## config.mk

```make
export PLATFORM = sky130hd
export DESIGN_NAME = fu_issue_arbiter
export DESIGN_NICKNAME = d
export VERILOG_FILES = /design/src/rtl/fu_issue_arbiter.sv
export SDC_FILE = /design/constraint.sdc
export NUM_CORES = 1
export LEC_CHECK = 0
export ABC_AREA = 1
export CORE_ASPECT_RATIO = 0.9
export CORE_MARGIN = 2
export CORE_UTILIZATION = 35
export CTS_CLUSTER_DIAMETER = 50
export DETAILED_ROUTE_END_ITERATION = 8
export SYNTH_ARGS = -nofsm -noshare
export SYNTH_HDL_FRONTEND = slang
export SYNTH_SLANG_ARGS = --single-unit
```

## constraint.sdc

```tcl
create_clock -name clock -period 2.8 [get_ports clock]
set_input_delay 0.42 -clock clock [delete_from_list [all_inputs] [get_ports clock]]
set_output_delay 0.42 -clock clock [all_outputs]
set_load 0.02 [all_outputs]
```

## src/rtl/fu_issue_arbiter.sv

```systemverilog
// Functional-unit issue arbiter: grants up to three RS slots a specific unit
// instance each cycle and tracks occupancy of the multi-cycle LS/MULT units.
module fu_issue_arbiter #(
  parameter int MULT_LAT = 4,
  parameter int CNTW     = 4
) (
  input  logic       clock,
  input  logic       reset,
  input  logic [2:0] req_valid,
  input  logic [5:0] req_class,
  input  logic [7:0] unit_hold,
  input  logic [1:0] ls_done,
  input  logic       squash,
  output logic [2:0] gnt,
  output logic [8:0] gnt_unit,
  output logic [7:0] fu_ready
);

  localparam logic [CNTW-1:0] MCNT_INIT = CNTW'(MULT_LAT - 1);
  localparam logic [CNTW-1:0] MCNT_ONE  = CNTW'(1);

  logic [7:0]            busy_q, busy_d;
  logic [1:0][CNTW-1:0]  mcnt_q, mcnt_d;
  logic [7:0]            free;
  logic [7:0]            taken;
  logic [7:0]            cand;
  logic [2:0]            unit_id;

  function automatic logic [7:0] class_mask(input logic [1:0] cls);
    case (cls)
      2'd0:    class_mask = 8'h07;
      2'd1:    class_mask = 8'h18;
      2'd2:    class_mask = 8'h60;
      default: class_mask = 8'h80;
    endcase
  endfunction

  function automatic logic [2:0] pick_lowest(input logic [7:0] avail);
    pick_lowest = 3'd0;
    for (int k = 7; k >= 0; k--) begin
      if (avail[k]) pick_lowest = 3'(k);
    end
  endfunction

  assign fu_ready = ~busy_q;
  assign free     = fu_ready & ~unit_hold & {8{~squash & ~reset}};

  // Sequential-priority allocation; class is only looked at for valid slots
  // so an X class on an idle slot cannot leak into the outputs.
  always_comb begin
    gnt      = '0;
    gnt_unit = '0;
    taken    = '0;
    cand     = '0;
    unit_id  = '0;
    for (int i = 0; i < 3; i++) begin
      if (req_valid[i]) begin
        cand = free & ~taken & class_mask(req_class[2*i +: 2]);
        if (|cand) begin
          unit_id              = pick_lowest(cand);
          gnt[i]               = 1'b1;
          gnt_unit[3*i +: 3]   = unit_id;
          taken[unit_id]       = 1'b1;
        end
      end
    end
  end

  always_comb begin
    busy_d = busy_q;
    mcnt_d = mcnt_q;
    if (squash) begin
      busy_d = '0;
      mcnt_d = '0;
    end else begin
      for (int j = 0; j < 2; j++) begin
        if (taken[3+j])      busy_d[3+j] = 1'b1;
        else if (ls_done[j]) busy_d[3+j] = 1'b0;

        // Grant loads LAT-1; the unit frees on the edge where the count is 1.
        if (taken[5+j]) begin
          busy_d[5+j] = 1'b1;
          mcnt_d[j]   = MCNT_INIT;
        end else if (busy_q[5+j]) begin
          if (mcnt_q[j] == MCNT_ONE) begin
            busy_d[5+j] = 1'b0;
            mcnt_d[j]   = '0;
          end else begin
            mcnt_d[j]   = mcnt_q[j] - MCNT_ONE;
          end
        end
      end
    end
    busy_d[2:0] = 3'b000;
    busy_d[7]   = 1'b0;
  end

  always_ff @(posedge clock or posedge reset) begin
    if (reset) begin
      busy_q <= '0;
      mcnt_q <= '0;
    end else begin
      busy_q <= busy_d;
      mcnt_q <= mcnt_d;
    end
  end

endmodule

```

**Yosys cells after proc, flatten, opt, wreduce, memory -nomap -nowiden**

Index checks and enable logic that the tools add are counted.
W data, S select, Z words.

- Bits in latches: 0
- Register bits: 12
- Memory bits (read-only): 0
- Memories: 0
- Input port bits: 22
- Logic and storage cells: 128
- Memory bits (writable): 0
- Output and inout bits: 20

- Reduce and logical (&&, ||, !) cells: 13
- Shifts and indexed selects: 0
- Add/subtract/negate cells: 2
- Divide/modulo/power cells: 0
- Equal/unequal tests: 8
- Bitwise operators: 16
- Multiplexer cells: 78
- Multipliers: 0
- $lt $le $gt $ge: 6

Operators by type and width:

| kind | number |
|---|---|
| $mux W3 | 36 |
| $pmux W8 S3 | 3 |
| $mux W8 | 8 |
| $and A8 B8 Y8 | 7 |
| $mux W4 | 7 |
| $not A8 Y8 | 3 |
| $reduce_or A8 Y1 | 3 |
| $mux W1 | 19 |
| $mux W7 | 2 |
| $lt A3 B4 Y1 const B | 3 |
| $reduce_bool A3 Y1 | 4 |
| $demux W1 S3 | 3 |
| $ge A3 B1 Y1 const B | 3 |
| $eq A4 B1 Y1 const B | 2 |
| $not A7 Y8 | 1 |
| $or A8 B8 Y8 | 1 |
| $sub A4 B1 Y4 const B | 2 |
| $or A7 B7 Y7 | 1 |
| $eq A2 B1 Y1 const B | 3 |
| $eq A2 B2 Y1 const B | 3 |
| $logic_not A2 Y1 | 3 |
| $logic_and A1 B1 Y1 | 3 |
| $not A1 Y1 | 2 |
| $and A1 B1 Y1 | 1 |

**Longest topological paths before layout**

Gate-level depths: netlist (run 1).

- Word-level depth: 62
- Gate-level depth with buffers: 21
- Gate-level depth less buffers: 21

**Worst setup path after synthesis (run 1)**

OpenSTA, ideal clock, no wires.

- Path kind: input port to output port
- Start point: in reset
- End point: out gnt_unit[8]
- Path slack: 0.005 ns
- Buffers on the path: 1
- Stages on the path: 16
- Required time: 2.380 ns
- Arrival: 2.375 ns
- Cell sequence: nor2_4 buf_6 nand3_2 nand4_1 nand2_2 nor2_2 nand2_2 nand3_2 nand3_1 nand2_1 nor3_1 a21boi_0 nand2_1 nand2_1 nor2_1 nor3_1

- Longest elaborated chain between the ends: 55
- Elaborated cells on any way between the ends: 60
- Classes of those cells: order compare (4); mux (40); bitwise (11); reduce/logical (5)

RTL lines:

| item | RTL line | source |
|---|---|---|
| from (decl) | 8 | `input logic reset,` |
| $not A1 Y1 (*) | 46 | `assign free = fu_ready & ~unit_hold & {8{~squash & ~reset}};` |
| $and A1 B1 Y1 (*) | 46 |  |
| $and A8 B8 Y8 (*) | 46 |  |
| $and A8 B8 Y8 | 58 | `cand = free & ~taken & class_mask(req_class[2*i +: 2]);` |
| $mux W3 (8 in a row) | 41 | `if (avail[k]) pick_lowest = 3'(k);` |
| $mux W3 | 59 | `if (\|cand) begin` |
| $mux W3 | 57 | `if (req_valid[i]) begin` |
| $lt A3 B4 Y1 (not written as such) or $ge A3 B1 Y1 (tied branches) | 63 | `taken[unit_id] = 1'b1;` |
| [... 24 more ...] | n/a |  |
| $mux W8 | 57 |  |
| $not A8 Y8 | 58 |  |
| $and A8 B8 Y8 (*) (2 in a row) | 58 |  |
| $mux W3 (8 in a row) | 41 |  |
| $mux W3 | 59 |  |
| $mux W3 | 57 |  |
| $mux W3 (*) | 59 |  |
| $mux W3 (*) | 57 |  |
| to (decl) | 15 | `output logic [8:0] gnt_unit,` |

Every way passes the cells marked *; elsewhere a longest branch is shown, timed or not. The select of a mux whose other input is x is not followed.

**Final worst setup path (run 1)**

- Start point: in unit_hold[4]
- End point: out gnt_unit[7]

- Longest elaborated chain between the ends: 52
- Elaborated cells on any way between the ends: 57
- Classes of those cells: order compare (4); mux (37); bitwise (11); reduce/logical (5)

RTL lines:

| item | RTL line | source |
|---|---|---|
| from (decl) | 11 | `input logic [7:0] unit_hold,` |
| $not A8 Y8 (*) | 46 |  |
| $and A8 B8 Y8 (*) (2 in a row) | 46 |  |
| $and A8 B8 Y8 | 58 |  |
| $mux W3 (5 in a row) | 41 |  |
| $mux W3 | 59 |  |
| $mux W3 | 57 |  |
| $lt A3 B4 Y1 (not written as such) or $ge A3 B1 Y1 (tied branches) | 63 |  |
| $logic_and A1 B1 Y1 (not written as such) | 63 |  |
| [... 23 more ...] | n/a |  |
| $mux W8 | 57 |  |
| $not A8 Y8 | 58 |  |
| $and A8 B8 Y8 (*) (2 in a row) | 58 |  |
| $mux W3 (8 in a row) | 41 |  |
| $mux W3 | 59 |  |
| $mux W3 | 57 |  |
| $mux W3 (*) | 59 |  |
| $mux W3 (*) | 57 |  |

Marks and branches as above.

==> results.json, run 1 <==
{
  "async_flop_share_pct": 100,
  "start_util_pct": 35.8,
  "wl_met3_um": 332,
  "fmax_mhz": 343,
  "outcome": "finished with violations",
  "drcViolationCount": 0,
  "wl_per_cell_um": 13.9,
  "top_layer": "met4",
  "drv_slew": 0,
  "via_per_inst": 5.03,
  "arrival_ns": 2.50,
  "antennaDiodeCount": 0,
  "rrSetupSlack_ns": 0.05,
  "clockBufferDepth": 2,
  "die_w_um": 71.6,
  "ys_warn_count": 0,
  "yosys-top-cells-area": "dfrtp_1, nand2_1, inv_1",
  "layout-drive-gt1-share_pct": 52.5,
  "grt_start_max_net_pins": 13,
  "setup.worst_path.start_class": "input port",
  "fp.dieH_um": 64.9,
  "cts_tree": "done",
  "synth_edf_count": 0,
  "synth_cells": 242,
  "fin_crit_sh_pct": 104,
  "sw_frac_of_total_pct": 37.4,
  "fin_util_pct": 73.1,
  "cts_hold_buf": 0,
  "synth_top_area_share_pct": 20.9,
  "ys_types": 33,
  "hold_path.class": "in -> async",
  "multiInputGateArea_um2": 1260,
  "synth_area_per_cell_um2": 5.95,
  "path_clk_slew_ns": 0.06,
  "worst_ir_drop_vdd_v": 0.000320,
  "synth_top_area_cell": "dfrtp_1",
  "clkSinkCount": 12,
  "port-buffer-count": 37,
  "clkPwrFrac_pct": 22.8,
  "cp.required_ns": 2.38,
  "gr-total-overflow": 0,
  "r2r-start": "busy_q[5]",
  "die_area_um2": 4640,
  "ant_nets": 0,
  "cts_root_buf": "clkbuf_8",
  "io_pins": 42,
  "final-seq-area_um2": 300,
  "detail_route.iter0.violations": 132,
  "grt_pass1_vias": 1958,
  "synth-seq-cells": 12,
  "clock_latency_ns": 0.24,
  "nets": 406,
  "intPower_mw": 0.529,
  "min_period_ns": 2.92,
  "antenna_found_initial": 0,
  "criticalPathCategory": "in -> out",
  "wl_met1_mm": 2.42,
  "met2_length_mm": 2.98,
  "vias": 2146,
  "powerDensity_nw_per_um2": 288,
  "cp-endpoint": "gnt_unit[7]",
  "synth_seq_area_share_pct": 20.9,
  "drtPass1Iterations": 5,
  "hold_viol": 0,
  "wl_mm": 5.92,
  "numCtsBuffers": 3,
  "dpl.hpwl_mm": 3.71,
  "track_usage_pct": 22.6,
  "reg2reg_depth": 21,
  "fillCellCount": 329,
  "rsz0062_at_grt": "true",
  "synthFlopType": "dfrtp_1",
  "combinationalPowerShare_pct": 50.8,
  "netlist_area_um2": 1440,
  "violations": "setup timing",
  "final.setup_skew_ns": 0.00445,
  "yosysMostFrequentCell": "nand2_1",
  "timing.rr.end": "mcnt_q[4]",
  "setup_ws_ns": -0.119,
  "drv_cap": 0,
  "critPathLaunch": "unit_hold[4]",
  "seqPwrFrac_pct": 26.5,
  "area_growth_pct": 104,
  "place.gp.congestion": 0.929,
  "setup_tns_ns": -0.471,
  "setup-violations-final": 5,
  "grt_pass1_wl_mm": 8.46,
  "switchingPower_mw": 0.316,
  "crit_path_max_fanout": 2,
  "rows": 22,
  "htreeDepth": 1,
  "ys_top_cells_by_count": "nand2_1, inv_1, nor2_1",
  "end_kind": "output port",
  "leakagePower_nw": 1.45,
  "core_area_um2": 4020
}
[metal layers]
metal	vias to the layer above	track usage [%]
li1	1051	-
met1	999	29.2
met2	78	38.5
met3	18	4.35
met4	0	5.42
met5	-	0
[cell usage in the layout (no fill, tap or decap), drive strengths merged]
| master | Yosys | routed |
|---|---|---|
| a21oi | 11 | 11 |
| dlygate4sd2 | 0 | 7 |
| nor2 | 42 | 43 |
| nor4 | 1 | 1 |
| a21boi | 1 | 1 |
| clkdlybuf4s50 | 0 | 16 |
| xnor2 | 2 | 2 |
| o21ai | 5 | 5 |
| clkdlybuf4s15 | 0 | 3 |
| o22ai | 5 | 5 |
| buf | 5 | 103 |
| a2bb2oi | 1 | 1 |
| o32ai | 1 | 1 |
| dfrtp | 12 | 12 |
| clkinv | 1 | 1 |
| nand2 | 58 | 58 |
| clkbuf | 0 | 9 |
| nand3b | 1 | 1 |
| o21a | 1 | 1 |
| nor3 | 10 | 10 |
| nand4 | 4 | 4 |
| ha | 4 | 4 |
| nand3 | 28 | 28 |
| o211ai | 1 | 1 |
| conb | 1 | 4 |
| inv | 43 | 43 |
| o31ai | 1 | 1 |
| a31oi | 3 | 3 |
[flip-flops by register name, summed over array words and instances, names as in the netlist]
name and cells:
mcnt_q 8, busy_q 4
[power by group through the flow]
| stage | registers [mW] | clock network, mW | logic, mW |
|---|---|---|---|
| after floorplan | 0.220 | 0 | 0.212 |
| after global placement | 0.224 | 0 | 0.351 |
| after detailed placement | 0.225 | 0 | 0.356 |
| after CTS | 0.223 | 0.197 | 0.379 |
| after global routing | 0.227 | 0.207 | 0.473 |
| final | 0.224 | 0.192 | 0.429 |
[worst max-delay path: stages]
cell	delay [ns]
dlygate4sd2_1	0.24
nor2_2	0.16
nand3_2	0.13
nand2_4	0.11
nand2_2	0.06
nor2_1	0.13
nand2_1	0.12
a21oi_2	0.19
nand2_1	0.09
nand2_2	0.09
nor2_2	0.05
nand3_2	0.09
nand3_2	0.09
a21oi_2	0.17
inv_1	0.07
a21oi_2	0.15
buf_6	0.13
[worst min path at each step]
| stage | start | endpoint | slack (ns) | cells after the start |
|---|---|---|---|---|
| 6_report | reset | busy_q[4] | 0.21 | 2 |
| 5_1_grt | reset | mcnt_q[3] | 0.26 | 2 |
| 4_1_cts | reset | mcnt_q[3] | 0.22 | 2 |
| 3_5_place_dp | mcnt_q[7] | mcnt_q[7] | 0.50 | 2 |
| 3_3_place_gp | mcnt_q[7] | mcnt_q[7] | 0.50 | 2 |
| 2_1_floorplan | reset | busy_q[3] | 0.28 | 1 |
[kinds of logic (layout without fill, tap and decap cells)]
family | count (synthesis) | count (layout) | synth area share, %
flops | 12 | 12 | 20.9
compound gates | 30 | 30 | 13.4
fa+ha+maj | 4 | 4 | 3.48
simple gates | 144 | 145 | 46.5
xor+xnor | 2 | 2 | 1.22
other cells | 1 | 4 | 0.260
buf+inv | 49 | 182 | 14.3
[final cells by class]
cell class	count	area share, %
multi-input combinational	185	42.9
timing repair buffer	134	37.3
sequential	12	10.2
inverter	44	5.62
tap	48	2.04
clock buffer	4	1.87
[through the flow]
step	power [mW]	hold WS, ns	worst slack (ns)	instance area, um^2	std cells
after floorplan	0.432	0.285	0.00501	1450	245
after global placement	0.575	0.499	-0.869	2320	389
after detailed placement	0.580	0.496	-0.910	2320	389
after CTS	0.798	0.220	-0.0177	2630	416
after global routing	0.907	0.255	-0.242	2940	427
final	0.846	0.209	-0.119	2940	427
[repair_timing]
action                     CTS  global route
buffers inserted            22            11
pin swaps                   41            45
resized for setup           94            64
setup endpoints to repair   16            11
gates cloned                 1             0
(Power assumes the default switching activity.)
==> run 2: changes to the inputs <==
- clock period: 2.8 -> 3.4 ns (I/O delays scaled with it)
==> results.json, run 2 (synthesized netlist as in run 1, its figures left out) <==
{
  "outcome": "complete, no violations",
  "clockBufferDepth": 2,
  "dpl.hpwl_mm": 3.63,
  "drv_slew": 0,
  "antennaDiodeCount": 0,
  "fin_crit_sh_pct": 96.6,
  "detail_route.iter0.violations": 79,
  "die_w_um": 71.6,
  "start_util_pct": 35.8,
  "finalPower_mw": 0.647,
  "htreeDepth": 1,
  "layout-drive-gt1-share_pct": 37.4,
  "io_pins": 42,
  "use_met2_pct": 33.7,
  "reg2reg_depth": 22,
  "leakagePower_nw": 1.29,
  "final_common_cell": "buf_4",
  "use_met3_pct": 1.87,
  "crit_path_max_fanout": 3,
  "path_clk_slew_ns": 0.06,
  "drcViolationCount": 0,
  "track_usage_pct": 19.9,
  "vias": 1865,
  "powerDensity_nw_per_um2": 259,
  "final_cell_mix": "buf_4, nand2_1, inv_1, nor2_1, clkdlybuf4s50_1",
  "nets": 375,
  "fp.dieH_um": 64.9,
  "place.gp.congestion": 0.924,
  "cts_hold_buf": 0,
  "grt_start_max_net_pins": 13,
  "largest_reg_flops": 8,
  "final.setup_skew_ns": 0.00111,
  "wl_per_cell_um": 11.7,
  "gr-usage-met1_pct": 27.9,
  "area_growth_pct": 73.7,
  "grt.busiest_layer": "met2",
  "via_per_inst": 4.71,
  "core_area_um2": 4020,
  "cp.required_ns": 2.89,
  "worst_pin_slew_ns": 0.503,
  "drtPass1Iterations": 4,
  "antenna_found_initial": 0,
  "worst_ir_drop_vdd_v": 0.000189,
  "drv_cap": 0,
  "rows": 22,
  "hold_viol": 0,
  "arrival_ns": 2.77,
  "clock_latency_ns": 0.25,
  "cts_tree": "done",
  "numCtsBuffers": 3,
  "setup-violations-final": 0,
  "reg_top3": "mcnt_q (8), busy_q (4)",
  "die_area_um2": 4640,
  "largest-register": "mcnt_q",
  "clkSinkCount": 12,
  "setup.worst_path.start_class": "input port",
  "ant_nets": 0,
  "fmax_mhz": 305,
  "fin_util_pct": 62.2,
  "grt_pass1_vias": 1756,
  "end_kind": "output port",
  "min_period_ns": 3.28,
  "grt_pass1_wl_mm": 7.59,
  "port-buffer-count": 37,
  "max_slew_margin_pct": 66.4,
  "cts_root_buf": "clkbuf_8",
  "wl_mm": 4.63,
  "hold_path.class": "in -> async",
  "criticalPathCategory": "in -> out",
  "gr-total-overflow": 0
}
## run 2: cell type report
class	instances	area, um^2
well taps	48	60.1
fillers	380	1520
multi-input cells	185	1070
repair buffers	103	852
inverters	44	165
clock buffers	4	55.1
flip-flops and latches	12	300
## run 2: power by group
part / internal [mW] / total [mW] / switching [mW]
Combinational: 0.143 / 0.301 / 0.158
Sequential: 0.166 / 0.184 / 0.0186
Clock: 0.103 / 0.162 / 0.0590
Total: 0.411 / 0.647 / 0.236
## run 2: path summary, 6_finish.rpt
path	from	end	slack, ns
worst max-delay path	unit_hold[5]	gnt[1]	0.12
worst min-delay path	reset	busy_q[3]	0.35
worst max register to register	busy_q[6]	mcnt_q[4]	0.69
worst min register to register	mcnt_q[7]	mcnt_q[7]	0.52
max in group asynchronous	reset	mcnt_q[6]	2.71
min in group clock	mcnt_q[7]	mcnt_q[7]	0.52
## run 2: critical path: stages
cell and delay [ns]:
clkdlybuf4s50_1 0.41, nor2_2 0.18, buf_4 0.14, nand2_2 0.05, inv_2 0.05, buf_4 0.09
nand2_1 0.06, nor2_2 0.18, a21oi_2 0.07, buf_4 0.14, buf_4 0.12, a31oi_1 0.16
clkdlybuf4s50_1 0.63
## run 2: metal layers
metal	wire [um]	share of wire (%)	vias up
met5	0	0	-
met3	168	3.6	2
met2	2190	47	36
met4	19	0.41	0
li1	-	-	988
met1	2250	49	839
## run 2: repair_timing
| action | CTS | global route |
|---|---|---|
| pin swaps | 3 | 23 |
| gates resized for setup | 22 | 46 |
| buffers inserted | 1 | 7 |
| gates cloned | 1 | 0 |
| setup endpoints to repair | 8 | 8 |
## run 2: metrics by stage
stage	area, um^2	cells	hold slack, ns	setup TNS (ns)	worst slack, ns
2_1_floorplan	1450	245	0.375	0	0.425
3_3_place_gp	2280	383	0.500	-1.86	-0.447
3_5_place_dp	2280	383	0.502	-2.06	-0.482
4_1_cts	2360	389	0.511	0	0.0158
5_1_grt	2500	396	0.390	-0.113	-0.0371
6_report	2500	396	0.350	0	0.116
==> run 3: changes to the inputs <==
- CORE_UTILIZATION: 35 -> 40
- PLACE_DENSITY: default -> 0.69
==> results.json, run 3 (synthesized netlist as in run 1, its figures left out) <==
{
  "outcome": "complete, no violations",
  "antennaDiodeCount": 0,
  "setup-violations-final": 0,
  "wl_per_cell_um": 11.5,
  "setup_tns_ns": 0,
  "area_growth_pct": 68.1,
  "fmax_mhz": 307,
  "cp-endpoint": "gnt_unit[8]",
  "grt_pass1_wl_mm": 7.18,
  "use_met3_pct": 3.15,
  "path_clk_slew_ns": 0.05,
  "clockBufferDepth": 2,
  "antenna_found_initial": 0,
  "fp.dieH_um": 60.9,
  "core_area_um2": 3400,
  "nets": 373,
  "use_met2_pct": 38.2,
  "setup.worst_path.start_class": "input port",
  "final.setup_skew_ns": 0.00504,
  "rsz0062_at_grt": "true",
  "ant_nets": 0,
  "final_cell_mix": "buf_4, nand2_1, inv_1, nor2_1, clkdlybuf4s50_1",
  "grt.busiest_layer": "met2",
  "critPathLaunch": "unit_hold[0]",
  "finalPower_mw": 0.635,
  "cts_root_buf": "clkbuf_8",
  "final_common_cell": "buf_4",
  "criticalPathCategory": "in -> out",
  "clkSinkCount": 12,
  "drcViolationCount": 0,
  "io_pins": 42,
  "seqPwrFrac_pct": 29.2,
  "worst_ir_drop_vdd_v": 0.000402,
  "rrSetupSlack_ns": 0.83,
  "gr-usage-met1_pct": 32.4,
  "sw_frac_of_total_pct": 35.5,
  "clkPwrFrac_pct": 24.3,
  "via_per_inst": 4.77,
  "largest_reg_flops": 8,
  "htreeDepth": 1,
  "track_usage_pct": 22.6,
  "fin_crit_sh_pct": 95.7,
  "numCtsBuffers": 3,
  "vias": 1859,
  "wl_mm": 4.50,
  "end_kind": "output port",
  "cts_hold_buf": 0,
  "powerDensity_nw_per_um2": 262,
  "drv_cap": 0,
  "die_w_um": 67.3,
  "dpl.hpwl_mm": 3.58,
  "cts_tree": "done",
  "drtPass1Iterations": 4,
  "crit_path_max_fanout": 3,
  "cp.required_ns": 2.89,
  "rows": 20,
  "die_area_um2": 4100,
  "grt_pass1_vias": 1667,
  "reg_top3": "mcnt_q (8), busy_q (4)",
  "clock_latency_ns": 0.24,
  "intPower_mw": 0.409,
  "hold_viol": 0,
  "grt_start_max_net_pins": 13,
  "hold_path.class": "in -> async",
  "switchingPower_mw": 0.226,
  "detail_route.iter0.violations": 106,
  "leakagePower_nw": 1.27,
  "gr-total-overflow": 0,
  "final_cell_count_no_fill": 390,
  "largest-register": "mcnt_q",
  "arrival_ns": 2.74,
  "start_util_pct": 42.3,
  "r2r-start": "busy_q[6]",
  "drv_slew": 0,
  "dp.cells": 374,
  "port-buffer-count": 37,
  "layout-drive-gt1-share_pct": 32.9,
  "place.gp.congestion": 0.877,
  "timing.rr.end": "mcnt_q[4]",
  "combinationalPowerShare_pct": 46.5,
  "reg2reg_depth": 20,
  "min_period_ns": 3.25
}
[run 3: cell types whose count changed in the layout (fill, tap and decap cells not counted), moves of 3 or more]
cell and delta:
nand2_1 +5, nand2_2 -4, buf_4 -3, nor2_4 -3, nor3_1 +3, nor3_2 -3
[run 3: how the worst min path moves through the flow]
stage	from	to	slack [ns]	cells past startpoint
2_1_floorplan	reset	busy_q[3]	0.37	1
3_3_place_gp	mcnt_q[7]	mcnt_q[7]	0.49	2
3_5_place_dp	mcnt_q[7]	mcnt_q[7]	0.50	2
4_1_cts	reset	busy_q[6]	0.48	2
5_1_grt	reset	busy_q[4]	0.51	2
6_report	reset	busy_q[6]	0.47	2
[run 3: worst max-delay path, stage by stage]
cell and delay, ns:
clkdlybuf4s50_1 0.45, inv_1 0.05, o211ai_1 0.22, buf_4 0.16, nand2_1 0.04, nor2_1 0.08, nand2_1 0.11, a21oi_2 0.20
nand2_1 0.07, nand2_1 0.08, nor3_1 0.05, a21boi_1 0.18, nand2_1 0.10, nand2_2 0.09, nor2_2 0.04, nor3_1 0.12
buf_2 0.19
[run 3: power groups by stage]
stage	combinational [mW]	clock, mW	sequential (mW)
after floorplan	0.175	0	0.181
after global placement	0.278	0	0.186
after detailed placement	0.281	0	0.186
after CTS	0.286	0.155	0.184
after global routing	0.329	0.166	0.188
final	0.295	0.154	0.185
[run 3: per-stage QoR]
stage                     area (um^2)  worst slack, ns  util (%)  hold WS (ns)
after floorplan                  1450            0.425         -         0.375
after global placement           2230           -0.555      65.6         0.495
after detailed placement         2230           -0.579      65.6         0.500
after CTS                        2320           0.0233      68.1         0.477
after global routing             2420          -0.0651      71.1         0.514
final                            2420            0.147      71.1         0.466
[run 3: final cells by class]
class                   count  area, um^2
multi-input cells         184         995
fillers                   316         982
repair buffers            102         851
flip-flops and latches     12         300
inverters                  44         165
clock buffers               4        55.1
well taps                  44        55.1
[run 3: repair_timing]
action                                  in CTS  in global routing
endpoints found under the setup margin       6                  7
buffers inserted                             4                  8
gates resized for setup                     26                 19
pin swaps                                    4                  9
[run 3: per-layer routing]
metal / part of all wire [%] / up-vias
met2: 47 / 54
met4: 0.40 / 0
li1: - / 980
met5: 0 / -
met3: 4.9 / 2
met1: 48 / 823
